$ cat config.mk
export PLATFORM = sky130hd
export DESIGN_NAME = engine_scheduler
export DESIGN_NICKNAME = d
export VERILOG_FILES = /design/src/rtl/engine_scheduler.sv
export SDC_FILE = /design/constraint.sdc
export NUM_CORES = 1
export LEC_CHECK = 0
export CAP_MARGIN = 25
export CELL_PAD_IN_SITES_DETAIL_PLACEMENT = 0
export CELL_PAD_IN_SITES_GLOBAL_PLACEMENT = 1
export CORE_AREA = 2 2 101 103
export DETAILED_ROUTE_END_ITERATION = 6
export DIE_AREA = 0 0 103 105
export GPL_ROUTABILITY_DRIVEN = 0
export PLACE_DENSITY_LB_ADDON = 0.1
export SYNTH_ARGS = -nofsm -noshare
export SYNTH_HDL_FRONTEND = slang
export SYNTH_SLANG_ARGS = --single-unit
$ cat constraint.sdc
create_clock -name out_stream_aclk -period 2.3 [get_ports out_stream_aclk]
set_input_delay 0.575 -clock out_stream_aclk [delete_from_list [all_inputs] [get_ports out_stream_aclk]]
set_output_delay 0.575 -clock out_stream_aclk [all_outputs]
set_load 0.005 [all_outputs]
$ cat src/rtl/engine_scheduler.sv
`default_nettype none
// ============================================================================
//  Module      : engine_scheduler
//  Description : Round-robin dispatch of raster coordinates to NUM_ENG engines,
//                in-order result collection, AXI-Stream pixel output.
//                Optional SCHED_PERF_EN adds the frame_cycles counter port.
//  Revision    : 1.0
// ============================================================================
module engine_scheduler #(
    parameter int NUM_ENG = 4,
    parameter int X_SIZE  = 480,
    parameter int Y_SIZE  = 480,
    parameter int COORD_W = 10,
    parameter int RES_W   = 8
) (
    input  logic                       out_stream_aclk,
    input  logic                       axi_reset,
    input  logic                       start,
    output logic                       busy,
    output logic                       frame_done,
`ifdef SCHED_PERF_EN
    output logic [31:0]                frame_cycles,
`endif
    output logic [COORD_W-1:0]         eng_req_x,
    output logic [COORD_W-1:0]         eng_req_y,
    output logic [NUM_ENG-1:0]         eng_req_valid,
    input  logic [NUM_ENG-1:0]         eng_req_ready,
    input  logic [NUM_ENG*RES_W-1:0]   eng_res_data,
    input  logic [NUM_ENG-1:0]         eng_res_valid,
    output logic [NUM_ENG-1:0]         eng_res_ready,
    output logic [RES_W-1:0]           out_stream_tdata,
    output logic                       out_stream_tvalid,
    input  logic                       out_stream_tready,
    output logic                       out_stream_tuser,
    output logic                       out_stream_tlast
);
    localparam int                 c_PTR_W    = (NUM_ENG > 1) ? $clog2(NUM_ENG) : 1;
    localparam logic [c_PTR_W-1:0] c_PTR_LAST = c_PTR_W'(NUM_ENG - 1);
    localparam logic [c_PTR_W-1:0] c_PTR_ONE  = c_PTR_W'(1);
    localparam logic [COORD_W-1:0] c_X_LAST   = COORD_W'(X_SIZE - 1);
    localparam logic [COORD_W-1:0] c_Y_LAST   = COORD_W'(Y_SIZE - 1);
    localparam logic [COORD_W-1:0] c_C_ONE    = COORD_W'(1);
    localparam logic [NUM_ENG-1:0] c_OH_ONE   = NUM_ENG'(1);

    localparam logic [1:0] c_ST_IDLE  = 2'd0;
    localparam logic [1:0] c_ST_RUN   = 2'd1;
    localparam logic [1:0] c_ST_DRAIN = 2'd2;
    localparam logic [1:0] c_ST_DONE  = 2'd3;

    logic [1:0]         r_state, w_state_nxt;
    logic [c_PTR_W-1:0] r_d_ptr, r_c_ptr;
    logic [COORD_W-1:0] r_dx, r_dy, r_cx, r_cy;
    logic [RES_W-1:0]   r_tdata;
    logic               r_tvalid, r_tuser, r_tlast, r_last_pix;
    logic [NUM_ENG-1:0] w_d_onehot, w_c_onehot;
    logic [RES_W-1:0]   w_res_sel;
    logic               w_start, w_active, w_req_fire, w_req_last;
    logic               w_out_fire, w_col_en, w_res_fire;

    assign w_d_onehot = c_OH_ONE << r_d_ptr;
    assign w_c_onehot = c_OH_ONE << r_c_ptr;
    assign w_start    = (r_state == c_ST_IDLE) && start;
    assign w_active   = (r_state == c_ST_RUN) || (r_state == c_ST_DRAIN);
    assign w_req_fire = (r_state == c_ST_RUN) && |(eng_req_ready & w_d_onehot);
    assign w_req_last = (r_dx == c_X_LAST) && (r_dy == c_Y_LAST);
    assign w_out_fire = r_tvalid && out_stream_tready;
    // Output register may take a new result in the same cycle it is drained.
    assign w_col_en   = w_active && (!r_tvalid || out_stream_tready);
    assign w_res_fire = w_col_en && |(eng_res_valid & w_c_onehot);

    always_comb begin
        w_res_sel = '0;
        for (int k = 0; k < NUM_ENG; k++) begin
            if (r_c_ptr == c_PTR_W'(k)) begin
                w_res_sel = eng_res_data[k*RES_W +: RES_W];
            end
        end
    end

    always_comb begin
        w_state_nxt = r_state;
        case (r_state)
            c_ST_IDLE:  if (start) w_state_nxt = c_ST_RUN;
            c_ST_RUN:   if (w_req_fire && w_req_last) w_state_nxt = c_ST_DRAIN;
            c_ST_DRAIN: if (w_out_fire && r_last_pix) w_state_nxt = c_ST_DONE;
            c_ST_DONE:  w_state_nxt = c_ST_IDLE;
            default:    w_state_nxt = c_ST_IDLE;
        endcase
    end

    always_ff @(posedge out_stream_aclk) begin
        if (axi_reset) begin
            r_state    <= c_ST_IDLE;
            r_d_ptr    <= '0;
            r_c_ptr    <= '0;
            r_dx       <= '0;
            r_dy       <= '0;
            r_cx       <= '0;
            r_cy       <= '0;
            r_tdata    <= '0;
            r_tvalid   <= 1'b0;
            r_tuser    <= 1'b0;
            r_tlast    <= 1'b0;
            r_last_pix <= 1'b0;
        end else begin
            r_state <= w_state_nxt;
            if (w_start) begin
                r_d_ptr <= '0;
                r_c_ptr <= '0;
                r_dx    <= '0;
                r_dy    <= '0;
                r_cx    <= '0;
                r_cy    <= '0;
            end else begin
                if (w_req_fire) begin
                    r_d_ptr <= (r_d_ptr == c_PTR_LAST) ? '0 : r_d_ptr + c_PTR_ONE;
                    if (r_dx == c_X_LAST) begin
                        r_dx <= '0;
                        r_dy <= (r_dy == c_Y_LAST) ? '0 : r_dy + c_C_ONE;
                    end else begin
                        r_dx <= r_dx + c_C_ONE;
                    end
                end
                if (w_res_fire) begin
                    r_c_ptr <= (r_c_ptr == c_PTR_LAST) ? '0 : r_c_ptr + c_PTR_ONE;
                    if (r_cx == c_X_LAST) begin
                        r_cx <= '0;
                        r_cy <= (r_cy == c_Y_LAST) ? '0 : r_cy + c_C_ONE;
                    end else begin
                        r_cx <= r_cx + c_C_ONE;
                    end
                end
            end
            if (w_res_fire) begin
                r_tdata    <= w_res_sel;
                r_tvalid   <= 1'b1;
                r_tuser    <= (r_cx == '0) && (r_cy == '0);
                r_tlast    <= (r_cx == c_X_LAST);
                r_last_pix <= (r_cx == c_X_LAST) && (r_cy == c_Y_LAST);
            end else if (w_out_fire) begin
                r_tvalid <= 1'b0;
            end
        end
    end

`ifdef SCHED_PERF_EN
    logic [31:0] r_frame_cycles;

    always_ff @(posedge out_stream_aclk) begin
        if (axi_reset) begin
            r_frame_cycles <= '0;
        end else if (w_start) begin
            r_frame_cycles <= '0;
        end else if (w_active) begin
            r_frame_cycles <= r_frame_cycles + 32'd1;
        end
    end

    assign frame_cycles = r_frame_cycles;
`endif

    assign busy              = (r_state != c_ST_IDLE);
    assign frame_done        = (r_state == c_ST_DONE);
    assign eng_req_x         = r_dx;
    assign eng_req_y         = r_dy;
    assign eng_req_valid     = (r_state == c_ST_RUN) ? w_d_onehot : '0;
    assign eng_res_ready     = w_col_en ? w_c_onehot : '0;
    assign out_stream_tdata  = r_tdata;
    assign out_stream_tvalid = r_tvalid;
    assign out_stream_tuser  = r_tuser;
    assign out_stream_tlast  = r_tlast;

endmodule
`default_nettype wire

==> results.cfg, run 1 <==
[synth]
syn-num-nets = 435
yosys_warnings = 0
synth-edff-count = 0
async_set_or_reset_flop_fraction_in_the_synthesized_netlist_pct = 0
post_synthesis_mean_instance_area_um2 = 8.26
ys_seq_elements = 58
yosys_most_used_dff = dfxtp_1
synthTopCellsByArea = dfxtp_1, ha_1, nor2_1, xnor2_1, nor3_1
synth.distinct_cells = 43
syn_area_um2 = 3070
syn_inst = 372
synth_top_area_share_pct = 37.8
seq_area_frac_synth_pct = 37.8
yosys.area.top_type = dfxtp_1

[cts]
cts_sinks = 58
clockRootBuffer = clkbuf_8
worst_skew_pair.late_latency_ns = 0.33
htreeDepth = 3
cts_tree = built
clkSlewWorstSetupHoldPaths_ns = 0.06
tritoncts.num_buffers = 9
bufs_on_longest_clock_path = 2
hold_buffers = 0

[pwr]
vdd_drop_max_v = 0.000401
fraction_of_power_spent_switching_nets_pct = 32.1
power_frac_comb_pct = 36.3
p_switching_mw = 1.14
power_density_nw_per_um2 = 797
power.share.clock_pct = 29.9
internal_power_mw = 2.41
seqPwrFrac_pct = 33.8
leakage_nw = 1.63

[sta]
grt_setup_unrepaired = false
max_clock_freq_mhz = 460
timing.setup.tns_ns = 0
layout_min_cycle_time_ns = 2.17
finalMaxSlewViolations = 0
finalSetupViolations = 0
fin_clk_skew_ns = 0.00678
fin_crit_sh_pct = 94.4
max_slew.worst_pin.slew_ns = 0.475
hold_violations = 0
slew_headroom_pct = 68.3

[place]
placed_cells = 594
dp.final_hpwl_mm = 6.10
buffer_ports.inserted = 84
postPlaceCellArea_um2 = 4190

[critical_path]
critical_path.max_stage_delay_ns = 0.42
worstPathBufferInverterCount = 2
crit_arrival_ns = 1.60
crit_path_max_fanout = 5
worst_ep_required_time_ns = 1.73
timing.critical_path.cells = clkdlybuf4s50_1, nand2b_4, and3_1, dlygate4sd2_1
path_class = input port to primary output
critPathSlowestCell = clkdlybuf4s50_1
startpoint_type = input port
timing.critical_path.max_delay_family = buffers and inverters
critPathCaptureType = primary output

[die]
dieArea_um2 = 10800
dieWidth_um = 103
placement_rows = 36
core_area_um2 = 9640
top_level_ports = 85
die-height_um = 105
initial_core_utilization_pct = 31.9

[outcome]
run_status = finished, final reports clean

[global_routing]
grt-ovfl-total = 0
via_count_of_the_first_global_routing_pass = 2858
grt_max_degree = 18
grt_first_pass_wirelength_mm = 13.3
grt_antenna_before_repair = 0
grtUsageTotal_pct = 15.7

[routing]
iteration_0_drc_markers = 102
postRouteWirelength_mm = 8.14
detail_route.wl_per_cell_um = 13.3
via_per_inst = 4.81
drt_first_pass_iters = 4
final_ant_viol_nets = 0
routed-via-count = 2936
remaining_drc_errors = 0

[min_path]
hold_crit_path_type = register to register

[final_layout]
finish.cell_count_without_fillers = 611
layout.filler_cells = 1023
final_cell_area_um2 = 4440
antenna_fix_cells = 0
layout-area-overhead-vs-synth_pct = 44.6
final_net_count = 536
drive_above_1_share_pct = 10.3
multi_input_area_um2 = 1810
register_area_um2 = 1160

[run]
max-cap-violations = 0
[path summary, 6_finish.rpt]
kind / slack (ns) / to / startpoint / cells past startpoint
max: 0.13 / eng_res_ready[0] / out_stream_tready / 4
min: 0.46 / out_stream_tuser / out_stream_tuser / 2
max reg2reg: 0.14 / r_cy[5] / r_cx[1] / 6
min reg2reg: 0.46 / out_stream_tuser / out_stream_tuser / 2
[tightest hold or removal path, delay by kind of cell, from the launching register on]
kind | cells | cell delay, ns
and+or+nand+nor | 1 | 0.05
AOI/OAI and AO/OA | 1 | 0.05
DFF | 1 | 0.31
[cell families after synthesis]
logic type	synth area share, %
XOR/XNOR	9.41
flip-flops	37.8
multiplexers	0.651
AO/OA/AOI/OAI	11.1
adder cells (fa/ha/maj)	7.74
buffers and inverters	4.32
AND/OR/NAND/NOR	29.0
[final cells by class]
| type | instances | area share [%] |
|---|---|---|
| sequential | 58 | 26.2 |
| clock inverter | 5 | 1.75 |
| clock buffer | 11 | 3.18 |
| inverter | 16 | 1.35 |
| tap | 133 | 3.75 |
| timing repair buffer | 107 | 23.0 |
| multi-input combinational | 281 | 40.8 |
[sequential cells by signal, summed over array words and instances (netlist names)]
register	count
eng_req_x	10
eng_req_y	10
out_stream_tdata	8
out_stream_tlast	1
out_stream_tuser	1
out_stream_tvalid	1
r_c_ptr	2
r_cx	10
r_cy	10
r_d_ptr	2
r_last_pix	1
r_state	2
[synth_stat cells, drive strengths merged (2+ instances only)]
master / number
or2: 2
o21ai: 3
a21o: 3
a21oi: 17
nand4: 11
a221oi: 8
or3: 3
dfxtp: 58
a22oi: 2
xnor2: 20
nor2b: 9
buf: 3
clkbuf: 14
nand2: 28
xor2: 13
a22o: 2
a211oi: 8
mux2i: 2
nor3: 24
and3: 11
nand2b: 2
inv: 16
and4: 2
nor2: 53
and2: 5
nand3: 12
ha: 19
nor4: 14
[layout by cell type, fill, tap and decap left out, drive strengths merged, types with 13 or more instances in the layout]
| cell | netlist | final |
|---|---|---|
| a21oi | 17 | 17 |
| buf | 3 | 23 |
| clkdlybuf4s50 | 0 | 80 |
| dfxtp | 58 | 58 |
| ha | 19 | 19 |
| inv | 16 | 16 |
| nand2 | 28 | 28 |
| nor2 | 53 | 53 |
| nor3 | 24 | 24 |
| nor4 | 14 | 14 |
| xnor2 | 20 | 20 |
| xor2 | 13 | 13 |
[layer usage]
layer  vias up  part of all wire (%)  GRT usage, %
met5         -                     0             0
met1      1346                    44          18.5
li1       1503                     -             -
met4         0                   1.9          5.92
met3        10                   6.4          6.09
met2        77                    47          25.4
[power by group through the flow]
stage	combinational [mW]	sequential [mW]	clock [mW]
6_report	1.28	1.20	1.06
2_1_floorplan	0.637	1.21	0
4_1_cts	1.31	1.20	1.09
3_3_place_gp	1.26	1.20	0
3_5_place_dp	1.26	1.21	0
5_1_grt	1.44	1.21	1.14
[repair_timing]
| item | 4_1_cts | 5_1_grt |
|---|---|---|
| endpoints found under the setup margin | 8 | 10 |
| gates cloned | 0 | 0 |
| hold endpoints to repair | 0 | 0 |
| buffers inserted | 1 | 0 |
| resized for setup | 10 | 2 |
[stage by stage]
| step | util, % | hold WS (ns) | setup WS (ns) | power (mW) |
|---|---|---|---|---|
| 4_1_cts | 46.1 | 0.461 | 0.00985 | 3.59 |
| 6_report | 46.1 | 0.458 | 0.128 | 3.54 |
| 2_1_floorplan | - | 0.437 | 0.0325 | 1.84 |
| 3_5_place_dp | 43.4 | 0.449 | -0.227 | 2.47 |
| 3_3_place_gp | 43.4 | 0.452 | -0.181 | 2.46 |
| 5_1_grt | 46.1 | 0.495 | 0.0105 | 3.80 |
Note: power is estimated with default switching activity, not from simulation.
==> inputs of run 2 (changes only) <==
--- a/config.mk
+++ b/config.mk
@@ -8,9 +8,10 @@
 export CAP_MARGIN = 25
 export CELL_PAD_IN_SITES_DETAIL_PLACEMENT = 0
 export CELL_PAD_IN_SITES_GLOBAL_PLACEMENT = 1
-export CORE_AREA = 2 2 101 103
+export CORE_AREA = 2 2 90 92
 export DETAILED_ROUTE_END_ITERATION = 6
-export DIE_AREA = 0 0 103 105
+export DIE_AREA = 0 0 92 94
+export DONT_BUFFER_PORTS = 1
 export GPL_ROUTABILITY_DRIVEN = 0
 export PLACE_DENSITY_LB_ADDON = 0.1
 export SYNTH_ARGS = -nofsm -noshare
==> results.cfg, run 2 (synthesis gave the netlist of run 1 again) <==
[outcome]
run_status = finished, final reports clean

[cts]
htreeDepth = 3
bufs_on_longest_clock_path = 2
cts_tree = built
ctsResizeCount = 0
hold_buffers = 0
tritoncts.num_buffers = 9
cts_sinks = 58
clockRootBuffer = clkbuf_8
buffer_count_from_post_cts_setup_fixing = 0
worst_skew_pair.late_latency_ns = 0.33
clkSlewWorstSetupHoldPaths_ns = 0.07

[sta]
layout_min_cycle_time_ns = 2.17
hold_violations = 0
finalMaxSlewViolations = 0
slew_headroom_pct = 69.4
setup_ws_ns = 0.127
fin_clk_skew_ns = 0.00894
timing.setup.tns_ns = 0
max_clock_freq_mhz = 460
max_slew.worst_pin.slew_ns = 0.459
fin_crit_sh_pct = 94.5
grt_setup_unrepaired = false
finalSetupViolations = 0

[min_path]
hold_endpoint = r_state[1]
whs_path_depth = 1
hold_crit_path_type = input port to register
hp-start = axi_reset

[routing]
drt_first_pass_iters = 4
postRouteWirelength_mm = 7.06
wl_met1_mm = 2.97
detail_route.wl_per_cell_um = 14.5
met3_length_um = 534
iteration_0_drc_markers = 125
remaining_drc_errors = 0
routed-via-count = 2617
final_ant_viol_nets = 0
highest_routed_layer = met4
via_per_inst = 5.38
wl_met2_mm = 3.50

[die]
top_level_ports = 85
die-height_um = 94
dieArea_um2 = 8650
initial_core_utilization_pct = 40.4
placement_rows = 32
dieWidth_um = 92
core_area_um2 = 7610

[pwr]
fraction_of_power_spent_switching_nets_pct = 30.8
leakage_nw = 1.27
seqPwrFrac_pct = 36.5
power.share.clock_pct = 38.1
p_total_mw = 3.32
vdd_drop_max_v = 0.000668
p_switching_mw = 1.02
power_density_nw_per_um2 = 950
internal_power_mw = 2.30
power_frac_comb_pct = 25.4

[global_routing]
grt_max_degree = 19
grt-ovfl-total = 0
via_count_of_the_first_global_routing_pass = 2488
grt_antenna_before_repair = 0
grtUsageTotal_pct = 17.1
grt_first_pass_wirelength_mm = 11.7

[critical_path]
crit_arrival_ns = 2.44
crit_path_max_fanout = 4
r2r_setup_slack_ns = 0.13
startpoint_type = register
critPathCaptureType = register
path_class = register to register
r2r_start = r_cx[0]
worst_ep_required_time_ns = 2.57
worst_r2r_path_depth = 6
r2r-end = r_cy[5]

[final_layout]
mostFrequentLayoutCells = dfxtp_1, nor2_1, nand2_1
layout.filler_cells = 793
drive_above_1_share_pct = 8.59
antenna_fix_cells = 0
final_net_count = 442
layout-area-overhead-vs-synth_pct = 13.6
layout_commonest_cell = dfxtp_1

[place]
preCtsSetupSlack_ns = 0.122
buffer_ports.inserted = 0
dp.final_hpwl_mm = 5.30

[run]
max-cap-violations = 0
-- run 2: cell count changes in the layout (fill, tap and decap cells not counted), sizes merged --
cell           before  now
buf                23   13
bufinv              2    4
clkdlybuf4s50      80    0
clkinv              2    1
clkinvlp            1    0
dlygate4sd2         4    0
-- run 2: worst max path at each step --
stage | startpoint | to | slack (ns) | depth (start not counted)
floorplan | r_cx[0] | r_cy[5] | 0.03 | 8
global placement | r_cx[0] | r_cy[5] | 0.17 | 6
detailed placement | r_cx[0] | r_cy[5] | 0.12 | 6
CTS | r_cx[0] | r_cy[8] | 0.12 | 7
global route | r_cx[0] | r_cy[2] | 0.004 | 7
finish | r_cx[0] | r_cy[5] | 0.13 | 6
-- run 2: through the flow --
stage               hold WS, ns  instance area, um^2  utilization [%]  std cells
floorplan                 0.437                 3070                -        372
global placement          0.466                 3230             42.4        470
detailed placement        0.471                 3230             42.4        470
CTS                       0.285                 3490             45.9        486
global route              0.277                 3490             45.9        486
finish                    0.310                 3490             45.9        486
-- run 2: cell type report --
cell class / instances / area, um^2 / area share [%]
Clock inverter: 5 / 125 / 3.58
Inverter: 16 / 60.1 / 1.72
Multi-Input combinational cell: 281 / 1780 / 50.9
Sequential cell: 58 / 1160 / 33.2
Clock buffer: 11 / 141 / 4.05
Timing Repair Buffer: 13 / 97.6 / 2.79
Tap cell: 102 / 128 / 3.65
-- run 2: worst max-delay path, cell delays in order, from the launching register on --
cell,delay (ns)
dfxtp_1,0.39
ha_1,0.21
nand2_1,0.09
or4b_1,0.52
or2_1,0.26
or4_4,0.52
a21oi_2,0.14
-- run 2: power by group through the flow --
stage | Combinational (mW) | Sequential [mW] | Clock [mW]
after CTS | 0.859 | 1.21 | 1.30
after floorplan | 0.637 | 1.21 | 0
after global placement | 0.842 | 1.23 | 0
final | 0.841 | 1.21 | 1.26
after detailed placement | 0.857 | 1.23 | 0
after global routing | 0.955 | 1.23 | 1.35
-- run 2: layer usage --
metal | track usage, % | up-vias
met5 | 0 | -
met3 | 7.62 | 4
met2 | 29.4 | 87
li1 | - | 1321
met1 | 19.5 | 1205
met4 | 3.98 | 0
==> inputs of run 3 (changes only) <==
--- a/config.mk
+++ b/config.mk
@@ -13,6 +13,7 @@
 export DIE_AREA = 0 0 92 94
 export DONT_BUFFER_PORTS = 1
 export GPL_ROUTABILITY_DRIVEN = 0
+export GPL_TIMING_DRIVEN = 0
 export PLACE_DENSITY_LB_ADDON = 0.1
 export SYNTH_ARGS = -nofsm -noshare
 export SYNTH_HDL_FRONTEND = slang
==> results.cfg, run 3 (synthesis gave the netlist of run 1 again) <==
[pwr]
fraction_of_power_spent_switching_nets_pct = 34.7
leakage_nw = 1.25
seqPwrFrac_pct = 40.3
power.share.clock_pct = 30.8
internal_power_mw = 1.97
power_frac_comb_pct = 28.9
p_switching_mw = 1.05
vdd_drop_max_v = 0.000411
power_density_nw_per_um2 = 862

[critical_path]
timing.critical_path.cells = ha_4, nand2_2, or4b_4, buf_6, or2_1, buf_6, or4_4, a21oi_2
r2r_setup_slack_ns = 0.08
critPathSlowestCell = or4_4
worstPathBufferInverterCount = 2
path_class = register to register
critical_path.max_stage_delay_ns = 0.50
startpoint_type = register
crit_arrival_ns = 2.49
r2r_start = r_cx[1]
timing.critical_path.max_delay_family = simple AND/OR/NAND/NOR gates
crit_path_max_fanout = 8
critPathMostFrequentCell = buf_6
worst_r2r_path_depth = 8
r2r-end = r_cy[5]
worst_ep_required_time_ns = 2.57
critPathCaptureType = register

[cts]
hold_buffers = 0
clkSlewWorstSetupHoldPaths_ns = 0.07
htreeDepth = 3
cts_sinks = 58
tritoncts.num_buffers = 9
worst_skew_pair.late_latency_ns = 0.34
bufs_on_longest_clock_path = 2
clockRootBuffer = clkbuf_8
cts_tree = built

[final_layout]
drive_above_1_share_pct = 11.0
layout-area-overhead-vs-synth_pct = 13.7
final_cell_area_um2 = 3490
layout_commonest_cell = dfxtp_1
antenna_fix_cells = 0
mostFrequentLayoutCells = dfxtp_1, nor2_1, nand2_1
final_net_count = 450

[sta]
hold_slack_ns = 0.474
max_clock_freq_mhz = 451
timing.setup.tns_ns = 0
hold_violations = 0
layout_min_cycle_time_ns = 2.22
fin_crit_sh_pct = 96.4
fin_clk_skew_ns = 0.00801
finalMaxSlewViolations = 0
finalSetupViolations = 0
max_slew.worst_pin.slew_ns = 0.600
slew_headroom_pct = 59.7

[die]
placement_rows = 32
core_area_um2 = 7610
dieWidth_um = 92
die-height_um = 94
dieArea_um2 = 8650
top_level_ports = 85
initial_core_utilization_pct = 40.4

[global_routing]
via_count_of_the_first_global_routing_pass = 2621
grtUsageTotal_pct = 18.0
grt_antenna_before_repair = 0
grt_max_degree = 11
grt-ovfl-total = 0
grt_first_pass_wirelength_mm = 12.4

[run]
max-cap-violations = 0

[routing]
postRouteWirelength_mm = 7.53
final_ant_viol_nets = 0
drt_first_pass_iters = 6
iteration_0_drc_markers = 95
routed-via-count = 2630
remaining_drc_errors = 0
detail_route.wl_per_cell_um = 15.3
via_per_inst = 5.33

[min_path]
hold_endpoint = out_stream_tdata[6]
whs_path_depth = 2
hold_crit_path_type = input port to register
hp-start = eng_res_data[30]

[place]
dp.final_hpwl_mm = 5.46
postPlaceCellArea_um2 = 3200
buffer_ports.inserted = 0

[outcome]
run_status = finished, final reports clean
run 3: changes by cell type in the layout (fill, tap and decap cells not counted), moves of 2 or more:
cell       before  now
clkbuf_1        1    8
dfxtp_2         0    4
bufinv_16       4    1
ha_1           19   16
buf_4          13    6
dfxtp_1        58   54
clkbuf_4        0    2
buf_6           0    2
ha_2            0    2
clkbuf_2        0    4
run 3: layout make-up:
type | count | area (um^2)
flip-flops and latches | 58 | 1170
inverters | 16 | 60.1
plain buffers | 15 | 93.8
well taps | 102 | 128
multi-input cells | 281 | 1820
clock inverters | 3 | 40.0
clock buffers | 12 | 145
fillers | 820 | 4110
repair buffers | 6 | 45.0
run 3: worst max-delay path by stage:
stage | depth (start not counted) | startpoint | to | slack [ns]
final | 8 | r_cx[1] | r_cy[5] | 0.08
after global placement | 10 | r_c_ptr[0] | r_cx[5] | -0.40
after detailed placement | 10 | r_c_ptr[0] | r_cx[5] | -0.45
after floorplan | 8 | r_cx[0] | r_cy[5] | 0.03
after CTS | 8 | r_cx[0] | r_cy[5] | 0.002
after global routing | 8 | r_cx[1] | r_cy[5] | -0.007
run 3: what timing repair did:
item,in CTS,in global routing
resized for setup,16,11
buffers inserted,3,3
pin swaps,1,3
endpoints found under the setup margin,40,25
run 3: through the flow:
step           std cells  util [%]  power [mW]  setup WS (ns)
2_1_floorplan        372         -        1.84         0.0325
3_3_place_gp         474      42.1        2.06         -0.399
3_5_place_dp         474      42.1        2.07         -0.453
4_1_cts              490      45.4        3.05        0.00150
5_1_grt              493      45.9        3.23       -0.00667
6_report             493      45.9        3.01         0.0819
run 3: layer usage:
metal	part of all wire, %	global-route usage (%)	vias up
li1	-	-	1331
met1	45	21.0	1217
met2	47	30.9	75
met3	6.8	6.34	7
met4	0.90	5.47	0
met5	0	0	-
run 3: power groups by stage:
stage	registers (mW)	clock network, mW	logic (mW)
floorplan	1.21	0	0.637
global placement	1.23	0	0.830
detailed placement	1.23	0	0.837
CTS	1.22	0.952	0.879
global route	1.23	0.994	1.00
finish	1.21	0.927	0.872
